`src/rtl/pipe_hazard_pkg.sv`:
```
// Shared types and helpers for the pipeline hazard controller.
// Tracking entries store rd zero-extended to MAX_REG_AW bits so the struct is width-independent.
package pipe_hazard_pkg;

  localparam int MAX_REG_AW = 16;
  localparam int FWD_RF     = 0;

  typedef logic [MAX_REG_AW-1:0] trk_rd_t;

  typedef struct packed {
    logic    valid;
    trk_rd_t rd;
    logic    wen;
    logic    is_load;
  } trk_entry_t;

  function automatic int selw(input int nstage);
    return (nstage < 1) ? 1 : $clog2(nstage + 1);
  endfunction

endpackage

```
`src/rtl/hazard_fwd_lookup.sv`:
```
// Youngest-match forwarding search for one source operand over the tracked stages.
// Flags a load-use hazard when the youngest producer is a load not yet forwardable.
module hazard_fwd_lookup
  import pipe_hazard_pkg::*;
#(
  parameter int NSTAGE     = 3,
  parameter int REG_AW     = 5,
  parameter int LOAD_STAGE = 2,
  parameter int SELW       = selw(NSTAGE)
) (
  input  trk_entry_t [NSTAGE-1:0] trk,
  input  logic [REG_AW-1:0]       rs_addr,
  input  logic                    rs_used,
  output logic [SELW-1:0]         sel,
  output logic                    load_use
);

  logic            active;
  logic            hit;
  logic            hit_load;
  logic [SELW-1:0] hit_k;

  assign active = rs_used && (rs_addr != '0);

  // Scan oldest to youngest so the lowest matching stage overwrites older hits.
  always_comb begin
    hit      = 1'b0;
    hit_load = 1'b0;
    hit_k    = '0;
    for (int k = NSTAGE; k >= 1; k--) begin
      if (trk[k-1].valid && trk[k-1].wen && (trk[k-1].rd == trk_rd_t'(rs_addr))) begin
        hit      = 1'b1;
        hit_load = trk[k-1].is_load;
        hit_k    = SELW'(k);
      end
    end
  end

  assign load_use = active && hit && hit_load && (int'(hit_k) < LOAD_STAGE);
  assign sel      = (active && hit && !load_use) ? hit_k : SELW'(FWD_RF);

endmodule

```
`src/rtl/pipe_hazard_ctrl.sv`:
```
// Forwarding select, load-use stall and redirect flush control for an in-order pipeline.
// Optional macro HAZARD_PERF_EN adds saturating stall/flush performance counters.
module pipe_hazard_ctrl
  import pipe_hazard_pkg::*;
#(
  parameter int NSTAGE     = 3,
  parameter int NSRC       = 2,
  parameter int REG_AW     = 5,
  parameter int LOAD_STAGE = 2
) (
  input  logic                            clk,
  input  logic                            rst,
  input  logic                            id_valid,
  input  logic [NSRC*REG_AW-1:0]          id_rs_addr,
  input  logic [NSRC-1:0]                 id_rs_used,
  input  logic [REG_AW-1:0]               id_rd,
  input  logic                            id_rd_wen,
  input  logic                            id_is_load,
  input  logic                            redirect,
  input  logic                            ext_stall,
  output logic [NSRC*selw(NSTAGE)-1:0]    fwd_sel,
  output logic                            hold_front,
  output logic                            bubble_ex,
  output logic                            flush_id,
  output logic [31:0]                     stall_cnt,
  output logic [31:0]                     flush_cnt
);

  localparam int SELW = selw(NSTAGE);

  trk_entry_t [NSTAGE-1:0]     trk_reg;
  logic [NSRC-1:0][SELW-1:0]   src_sel;
  logic [NSRC-1:0]             src_load_use;
  logic                        load_use_stall;

  genvar gi;
  generate
    for (gi = 0; gi < NSRC; gi++) begin : g_src
      hazard_fwd_lookup #(
        .NSTAGE     (NSTAGE),
        .REG_AW     (REG_AW),
        .LOAD_STAGE (LOAD_STAGE),
        .SELW       (SELW)
      ) u_lookup (
        .trk      (trk_reg),
        .rs_addr  (id_rs_addr[gi*REG_AW +: REG_AW]),
        .rs_used  (id_rs_used[gi]),
        .sel      (src_sel[gi]),
        .load_use (src_load_use[gi])
      );
      assign fwd_sel[gi*SELW +: SELW] = rst ? SELW'(FWD_RF) : src_sel[gi];
    end
  endgenerate

  assign load_use_stall = id_valid && (|src_load_use) && !redirect;

  // Priority: reset, then backend freeze, then redirect, then load-use.
  always_comb begin
    hold_front = 1'b0;
    bubble_ex  = 1'b0;
    flush_id   = 1'b0;
    if (rst) begin
      hold_front = 1'b0;
    end else if (ext_stall) begin
      hold_front = 1'b1;
    end else if (redirect) begin
      flush_id   = 1'b1;
      bubble_ex  = 1'b1;
    end else if (load_use_stall) begin
      hold_front = 1'b1;
      bubble_ex  = 1'b1;
    end
  end

  always_ff @(posedge clk) begin
    if (rst) begin
      trk_reg <= '0;
    end else if (!ext_stall) begin
      for (int k = 1; k < NSTAGE; k++) begin
        trk_reg[k] <= trk_reg[k-1];
      end
      if (id_valid && !bubble_ex) begin
        trk_reg[0] <= '{valid: 1'b1, rd: trk_rd_t'(id_rd), wen: id_rd_wen, is_load: id_is_load};
      end else begin
        trk_reg[0] <= '0;
      end
    end
  end

`ifdef HAZARD_PERF_EN
  logic [31:0] stall_cnt_reg;
  logic [31:0] flush_cnt_reg;

  always_ff @(posedge clk) begin
    if (rst) begin
      stall_cnt_reg <= '0;
      flush_cnt_reg <= '0;
    end else if (!ext_stall) begin
      if (load_use_stall && (stall_cnt_reg != 32'hFFFF_FFFF)) begin
        stall_cnt_reg <= stall_cnt_reg + 32'd1;
      end
      if (redirect && (flush_cnt_reg != 32'hFFFF_FFFF)) begin
        flush_cnt_reg <= flush_cnt_reg + 32'd1;
      end
    end
  end

  assign stall_cnt = stall_cnt_reg;
  assign flush_cnt = flush_cnt_reg;
`else
  assign stall_cnt = '0;
  assign flush_cnt = '0;
`endif

endmodule

```
`config.mk`:
```
export PLATFORM = sky130hd
export DESIGN_NAME = pipe_hazard_ctrl
export DESIGN_NICKNAME = d
export VERILOG_FILES = /design/src/rtl/pipe_hazard_pkg.sv /design/src/rtl/hazard_fwd_lookup.sv /design/src/rtl/pipe_hazard_ctrl.sv
export SDC_FILE = /design/constraint.sdc
export NUM_CORES = 1
export LEC_CHECK = 0
export BUFFER_PORTS_ARGS = -buffer_cell sky130_fd_sc_hd__clkbuf_2
export CORE_ASPECT_RATIO = 1.2
export CORE_MARGIN = 2
export CORE_UTILIZATION = 40
export DETAILED_ROUTE_END_ITERATION = 10
export GPL_TIMING_DRIVEN = 1
export HOLD_SLACK_MARGIN = 0.03
export PLACE_DENSITY = 0.85
export SYNTH_ARGS = -nofsm -noshare
export SYNTH_HDL_FRONTEND = slang
export SYNTH_SLANG_ARGS = --single-unit
```
`constraint.sdc`:
```
create_clock -name clk -period 1.9 [get_ports clk]
set_clock_uncertainty 0.2 [all_clocks]
set_input_delay 0.095 -clock clk [delete_from_list [all_inputs] [get_ports clk]]
set_output_delay 0.095 -clock clk [all_outputs]
set_load 0.05 [all_outputs]
```
==> results of run 1 <==
[cell usage in the layout (no fill, tap or decap), types with 3 or more instances in the layout]
cell type      count
xnor2_2            6
xnor2_1            8
buf_6              3
xor2_1            16
clkbuf_2          24
nor4_1             3
dfxtp_2            7
mux2i_1           14
clkbuf_8           6
nor2_1            18
buf_4             30
buf_12             3
nand4_1            6
dlygate4sd3_1      7
dfxtp_1           13
a32o_1             7
conb_1            64
[cells by family (layout without fill, tap and decap cells)]
group	count (synthesis)	after routing	synth area share, %
flip-flops	22	22	24.6
XOR/XNOR	30	30	14.7
AO/OA/AOI/OAI	16	16	8.26
buffers and inverters	71	75	29.2
AND/OR/NAND/NOR	49	49	15.1
multiplexers	14	14	7.84
other	1	64	0.210
[metrics by stage]
stage	instances	hold WS (ns)	setup slack (ns)	total power (W)	setup TNS [ns]
global placement	311	0.133	-0.106	0.000929	-0.373
floorplan	266	0.0492	-0.0847	0.000955	-0.170
CTS	324	0.0686	-0.454	0.00129	-1.77
finish	326	0.0763	-0.448	0.00130	-2.66
detailed placement	311	0.140	-0.182	0.000935	-1.02
global route	326	0.0770	-0.518	0.00135	-3.87
[power by group]
part / internal, W / switching [W] / leakage (nW) / total [W]
clock: 0.000185 / 0.000154 / 0.0288 / 0.000339
sequential: 0.000466 / 0.00000797 / 0.183 / 0.000474
combinational: 0.000103 / 0.000380 / 0.916 / 0.000484
[final timing paths]
check	from	endpoint	cells after the start
setup / recovery	trk_reg[25]	fwd_sel[1]	6
hold / removal	rst	trk_reg[56]	3
setup reg to reg	trk_reg[2]	trk_reg[2]	8
hold reg to reg	trk_reg[43]	trk_reg[43]	2
[per-layer routing]
layer	wire length [um]	share of wire [%]	global-route usage, %
met3	287	6.6	1.76
met5	0	0	0
met1	1540	35	17.4
met4	171	3.9	7.71
met2	2370	54	32.7
[what timing repair did]
item                                   CTS  global route
pin swaps                               21            14
setup endpoints to repair               14            14
gates resized for setup                 20            13
hold buffers                             7             0
setup buffers                            4             2
endpoints found under the hold margin    7             0
[worst max-delay path, cell delays in order, from the launching register on]
cell and delay [ns]:
dfxtp_2 0.35, xor2_1 0.16, nor4_1 0.31, buf_4 0.18, nand4_1 0.16, a2111oi_4 0.43, buf_12 0.19
[cell type report]
| type | count | share of cell area [%] |
|---|---|---|
| multi-input cells | 173 | 51.5 |
| well taps | 56 | 2.99 |
| inverters | 1 | 0.160 |
| flip-flops and latches | 22 | 19.5 |
| clock buffers | 4 | 2.35 |
| repair buffers | 70 | 23.5 |
==> flow_summary.yaml, run 1 <==
outcome:
  status: "finished, violations left"
  violations: "setup timing"
synth:
  seq_area_frac_synth_pct: 24.6
  yosysMostFrequentCell: "buf_4"
  synth_top_cell_area_share_pct: 26.9
  avgSynthCellArea_sq_um: 8.80
  yosysWarnings: 0
  syn_area_sq_um: 1790
  synth.area.top_cells: "buf_4 (27%), dfxtp_1 (25%), mux2i_1 (7.8%)"
  ys_async_sr_fraction_pct: 0
  yosys-top-cells-count: "buf_4 (64), dfxtp_1 (22), nor2_1 (20)"
  synth-edff-count: 0
  synth_flop_cell: "dfxtp_1"
  ys_types: 35
  synth.largest_area_cell: "buf_4"
  ys_ff_latch: 22
  syn-instance-count: 203
place:
  hpwl_um: 3230
  dpl_cell_area_sq_um: 2050
  portBuffers: 30
  place_congestion: 0.876
global_routing:
  antenna_found_initial: 0
  grt_pass1_vias: 1425
  grt_overflow_total: 0
  grt_max_degree: 20
  grtUsageTotal_pct: 16.8
  grt_pass1_wl_um: 6560
critical_path:
  path_max_fanout: 4
  r2r_slack_ns: -0.09
  arrival_ns: 2.05
  cp-start-kind: "register"
  path_class: "register to primary output"
  required_ns: 1.60
  worstSetupEndpointType: "primary output"
sta:
  finalMaxSlewViolations: 0
  finalSetupViolCount: 14
  fin_crit_sh_pct: 124
  finalHoldViolCount: 0
  rsz0062_at_grt: "yes"
  worst_slack_ns: -0.448
  max_clock_freq_mhz: 426
  post-route-min-period_ns: 2.35
floorplanning:
  start_util_pct: 41.9
  rows: 26
  die_x_um: 65.0
  dieArea_sq_um: 5020
  core_area_sq_um: 4260
  io_pins: 95
  die_y_um: 77.2
final_layout:
  fill_cells: 366
  final_core_util_pct: 55.0
  synthToLayoutAreaGrowth_pct: 31.2
  postLayoutCellArea_sq_um: 2340
  multi_input_area_sq_um: 1210
  drive_gt1_share_pct: 36.7
  seq_area_sq_um: 457
  largest_reg_flops: 22
  n_antenna_cell: 0
  fin_nets: 295
detailed_routing:
  finalWirelength_um: 4370
  drc: 0
  ant_nets: 0
  vias: 1493
  drt_iter0_drc: 43
  first_pass_iters: 4
  via_per_inst: 4.58
  wl_per_cell_um: 13.4
clock_network:
  cts_buffer_depth: 2
  clock_tree.root_cell: "clkbuf_8"
  cts_tree: "built"
  clock_latency_ns: 0.27
  clk_pin_slew_ns: 0.08
  cts_sinks: 22
  htreeDepth: 1
  numCtsBuffers: 3
power_and_ir_drop:
  p_per_area_nw_per_um2: 553
  p_leak_nw: 1.13
  ir_drop_mv: 0.418
min_path:
  min-delay-path-class: "primary input to register"
job:
  drv_cap: 0
No activity file was read; power rests on OpenSTA's default activity.
==> inputs of run 2 (changes only) <==
--- a/config.mk
+++ b/config.mk
@@ -8,11 +8,12 @@
 export BUFFER_PORTS_ARGS = -buffer_cell sky130_fd_sc_hd__clkbuf_2
 export CORE_ASPECT_RATIO = 1.2
 export CORE_MARGIN = 2
-export CORE_UTILIZATION = 40
+export CORE_UTILIZATION = 45
 export DETAILED_ROUTE_END_ITERATION = 10
 export GPL_TIMING_DRIVEN = 1
 export HOLD_SLACK_MARGIN = 0.03
-export PLACE_DENSITY = 0.85
+export PLACE_DENSITY = 0.92
+export SLEW_MARGIN = 30
 export SYNTH_ARGS = -nofsm -noshare
 export SYNTH_HDL_FRONTEND = slang
 export SYNTH_SLANG_ARGS = --single-unit
==> run 2 against run 1 <==
The run still ends with setup timing left. Hold slack gained 0.0034 ns. Power grew 8.0%. Wire length shrank 1.5%. Sequential power is essentially flat. Clock-buffer cell count shrank 1. Register-to-register slack gained 0.03 ns. Maximum frequency grew 1.8%. Combinational power is essentially flat. Critical path type unchanged.
==> flow_summary.yaml, run 2 (same netlist as run 1, synthesis figures left out) <==
detailed_routing:
  vias: 1508
  first_pass_iters: 4
  finalWirelength_um: 4300
  wl_per_cell_um: 13.5
  drc: 0
  drt_iter0_drc: 44
  via_per_inst: 4.74
  ant_nets: 0
final_layout:
  n_antenna_cell: 0
  drive_gt1_share_pct: 35.6
  final_common_cell: "conb_1"
  final_cell_mix: "conb_1 (64), clkbuf_2 (24), buf_4 (24)"
  synthToLayoutAreaGrowth_pct: 28.8
  seq_area_sq_um: 453
  postLayoutCellArea_sq_um: 2300
  final_cells: 318
  fin_nets: 289
  fill_cells: 308
  largest_reg_flops: 22
  multi_input_area_sq_um: 1200
sta:
  rsz0062_at_grt: "yes"
  fin_crit_sh_pct: 121
  timing.hold.ws_ns: 0.0797
  finalHoldViolCount: 0
  finalMaxSlewViolations: 0
  timing.setup.tns_ns: -2.21
  finalSetupViolCount: 14
  post-route-min-period_ns: 2.31
  max_clock_freq_mhz: 434
  worst_slack_ns: -0.406
min_path:
  hold_start: "rst"
  min-delay-path-class: "primary input to register"
  hold_end: "trk_reg[56]"
  hold_depth: 3
critical_path:
  worstSetupEndpointType: "primary output"
  path_class: "register to primary output"
  required_ns: 1.60
  crit_path_cell_trace: "xor2_1 -> nor4_2 -> nand4_1 -> or4b_1 -> nand2_2 -> buf_12"
  regToRegEndpoint: "trk_reg[6]"
  r2r_slack_ns: -0.06
  arrival_ns: 2.01
  cp-start-kind: "register"
  worstRegToRegCells: 8
  path_max_fanout: 3
  reg2reg_from: "trk_reg[2]"
  cpPeakStageDelay_ns: 0.51
  crit_path_top_delay_cell: "or4b_1"
global_routing:
  grt_pass1_wl_um: 6350
  grt_pass1_vias: 1409
  grt_max_degree: 20
  grt_overflow_total: 0
  grtUsageTotal_pct: 18.7
  antenna_found_initial: 0
clock_network:
  htreeDepth: 1
  cts_buffer_depth: 2
  cts_sinks: 22
  numCtsBuffers: 3
  clock_latency_ns: 0.27
  cts_tree: "built"
  clock_tree.root_cell: "clkbuf_8"
  clk_pin_slew_ns: 0.09
power_and_ir_drop:
  p_leak_nw: 1.10
  p_per_area_nw_per_um2: 609
  ir_drop_mv: 0.478
floorplanning:
  die_y_um: 73.0
  dieArea_sq_um: 4490
  core_area_sq_um: 3880
  rows: 25
  io_pins: 95
  die_x_um: 61.5
  start_util_pct: 46.1
outcome:
  violations: "setup timing"
  status: "finished, violations left"
place:
  hpwl_um: 3060
  place_congestion: 0.849
  portBuffers: 30
  dpl_cell_area_sq_um: 2000
  dp_slack_ns: -0.164
  dp_cells: 303
job:
  drv_cap: 0
-- run 2: through the flow --
step / total power, W / util (%)
finish: 0.00140 / 59.3
global route: 0.00145 / 59.3
CTS: 0.00138 / 56.9
detailed placement: 0.000928 / 51.6
global placement: 0.000921 / 51.6
floorplan: 0.000955 / -
-- run 2: final cells by class --
type | instances | area share [%]
well taps | 54 | 2.94
clock inverters | 1 | 1.31
repair buffers | 64 | 22.1
flip-flops and latches | 22 | 19.7
clock buffers | 3 | 1.79
multi-input cells | 173 | 52.0
inverters | 1 | 0.163
-- run 2: how the worst max path moves through the flow --
stage | from | endpoint | slack [ns]
finish | trk_reg[40] | fwd_sel[2] | -0.41
global placement | id_rs_addr[0] | hold_front | -0.12
CTS | trk_reg[42] | fwd_sel[0] | -0.38
global route | trk_reg[44] | fwd_sel[2] | -0.48
floorplan | trk_reg[24] | fwd_sel[1] | -0.08
detailed placement | id_rs_addr[0] | hold_front | -0.16
-- run 2: timing repair --
| item | CTS | global route |
|---|---|---|
| buffers inserted | 2 | 3 |
| setup endpoints to repair | 6 | 14 |
| hold buffers | 7 | 0 |
| hold endpoints to repair | 7 | 0 |
| gates resized for setup | 15 | 16 |
| pin swaps | 10 | 13 |
-- run 2: report_power, final --
part | internal (W) | switching, W
logic | 0.0000989 | 0.000382
clock network | 0.000282 | 0.000162
registers | 0.000469 | 0.00000834
total | 0.000849 | 0.000552
-- run 2: worst max-delay path, delay by kind of cell, from the launching register on --
family	cells	cell delay [ns]
flops	1	0.35
buf+inv	1	0.14
xor+xnor	1	0.17
simple gates	4	1.08
-- run 2: per-layer routing --
layer	wire (um)	global-route usage, %	vias up
met5	0	0	-
met4	144	7.80	0
met3	202	1.60	12
met2	2370	34.7	80
met1	1590	20.8	721
li1	-	-	695
==> inputs of run 3 (changes only) <==
--- a/config.mk
+++ b/config.mk
@@ -11,7 +11,7 @@
 export CORE_UTILIZATION = 45
 export DETAILED_ROUTE_END_ITERATION = 10
 export GPL_TIMING_DRIVEN = 1
-export HOLD_SLACK_MARGIN = 0.03
+export HOLD_SLACK_MARGIN = 0.06
 export PLACE_DENSITY = 0.92
 export SLEW_MARGIN = 30
 export SYNTH_ARGS = -nofsm -noshare
==> constraint.sdc (replaced) <==
create_clock -name clk -period 1.9 [get_ports clk]
set_clock_uncertainty 0.2 [all_clocks]
set_input_delay 0.19 -clock clk [delete_from_list [all_inputs] [get_ports clk]]
set_output_delay 0.19 -clock clk [all_outputs]
set_load 0.05 [all_outputs]
==> run 3 against run 2 <==
The run still ends with setup timing left. First-iteration DRC count is 23% higher. Global-route usage is 2.4 points higher. Largest cell class unchanged. Sequential share of layout area is 0.49 points lower. Via count is 0.86% higher.
==> flow_summary.yaml, run 3 (same netlist as run 1, synthesis figures left out) <==
clock_network:
  htreeDepth: 1
  numCtsBuffers: 3
  cts_buffer_depth: 2
  cts_sinks: 22
  clock_latency_ns: 0.27
  clk_pin_slew_ns: 0.09
  cts_tree: "built"
  clock_tree.root_cell: "clkbuf_8"
outcome:
  status: "finished, violations left"
  violations: "setup timing"
detailed_routing:
  drt_iter0_drc: 54
  vias: 1521
  wl_per_cell_um: 14.2
  drc: 0
  via_per_inst: 4.69
  finalWirelength_um: 4600
  first_pass_iters: 4
  ant_nets: 0
power_and_ir_drop:
  p_total_w: 0.00141
  comb_power_share_pct: 35.0
  p_int_w: 0.000853
  p_per_area_nw_per_um2: 585
  switching_share_pct: 39.5
  ir_drop_mv: 0.434
  p_leak_nw: 1.14
  p_seq_share_pct: 33.6
  clkPwrFrac_pct: 31.4
  switching_power_w: 0.000557
global_routing:
  grt_max_degree: 20
  antenna_found_initial: 0
  grt_overflow_total: 0
  grt_pass1_wl_um: 6990
  grt_pass1_vias: 1460
  grtUsageTotal_pct: 21.1
sta:
  rsz0062_at_grt: "yes"
  post-route-min-period_ns: 2.43
  finalHoldViolCount: 0
  finalMaxSlewViolations: 0
  finalSetupViolCount: 14
  worst_slack_ns: -0.534
  fin_crit_sh_pct: 128
  max_clock_freq_mhz: 411
  timing.setup.tns_ns: -3.77
floorplanning:
  die_x_um: 61.5
  io_pins: 95
  rows: 25
  start_util_pct: 46.1
  die_y_um: 73.0
  core_area_sq_um: 3880
  dieArea_sq_um: 4490
place:
  hpwl_um: 3140
  dp_slack_ns: -0.297
  dpl_cell_area_sq_um: 2090
  portBuffers: 30
  place_congestion: 0.857
critical_path:
  path_delay_family: "simple AND/OR/NAND/NOR gates"
  worstSetupEndpointType: "primary output"
  arrival_ns: 2.04
  path_buf_inv: 1
  path_max_fanout: 3
  cpPeakStageDelay_ns: 0.55
  cp-start-kind: "register"
  path_class: "register to primary output"
  crit_path_top_delay_cell: "or4b_4"
  crit_path_cell_trace: "xor2_1 -> nor4_2 -> nand4_1 -> or4b_4 -> nand2_8 -> buf_12"
  required_ns: 1.51
final_layout:
  synthToLayoutAreaGrowth_pct: 35.0
  drive_gt1_share_pct: 38.5
  postLayoutCellArea_sq_um: 2410
  fin_nets: 295
  largest_reg_flops: 22
  n_antenna_cell: 0
  final_cell_mix: "conb_1 (64), buf_4 (31), clkbuf_2 (24)"
  final_common_cell: "conb_1"
job:
  drv_cap: 0
min_path:
  min-delay-path-class: "primary input to register"
-- run 3: through the flow --
step | hold WS, ns | util, % | instances
global route | 0.193 | 62.2 | 324
detailed placement | 0.234 | 53.9 | 308
CTS | 0.165 | 61.7 | 322
global placement | 0.231 | 53.9 | 308
finish | 0.182 | 62.2 | 324
floorplan | 0.144 | - | 266
-- run 3: metal layers --
metal	vias to the layer above	wire length [um]	part of all wire (%)	track usage, %
li1	697	-	-	-
met3	11	228	5.0	3.19
met4	0	129	2.8	7.09
met2	77	2520	55	39.6
met1	736	1730	38	23.0
met5	-	0	0	0
-- run 3: power by group through the flow --
stage                     Sequential, W  Combinational [W]  Clock, W
final                          0.000474           0.000493  0.000443
after detailed placement       0.000488           0.000450         0
after global placement         0.000487           0.000445         0
after floorplan                0.000486           0.000473         0
after CTS                      0.000475           0.000481  0.000446
after global routing           0.000475           0.000516  0.000471
-- run 3: repair_timing --
item	4_1_cts	5_1_grt
resized for setup	26	3
hold buffers	7	0
hold endpoints to repair	7	0
buffers inserted	4	2
pin swaps	13	11
endpoints found under the setup margin	13	10
-- run 3: worst paths after layout --
path	startpoint	end	slack (ns)	cells after the start
max	trk_reg[44]	fwd_sel[2]	-0.53	6
min	rst	trk_reg[23]	0.18	3
max reg2reg	trk_reg[4]	trk_reg[5]	-0.15	7
min reg2reg	trk_reg[6]	trk_reg[6]	0.33	1
-- run 3: final cells by class --
| type | instances | area [sq um] |
|---|---|---|
| multi-input combinational | 173 | 1250 |
| fill | 299 | 1470 |
| sequential | 22 | 463 |
| clock inverter | 1 | 30.0 |
| timing repair buffer | 70 | 558 |
| tap | 54 | 67.6 |
| clock buffer | 3 | 41.3 |
| inverter | 1 | 3.75 |
-- run 3: worst reg2reg max path: stages (launching register included) --
cell     delay, ns
dfxtp_4       0.37
xnor2_2       0.14
nand4_1       0.19
buf_4         0.21
nor4_4        0.37
buf_4         0.19
a21oi_4       0.05
a32o_1        0.23
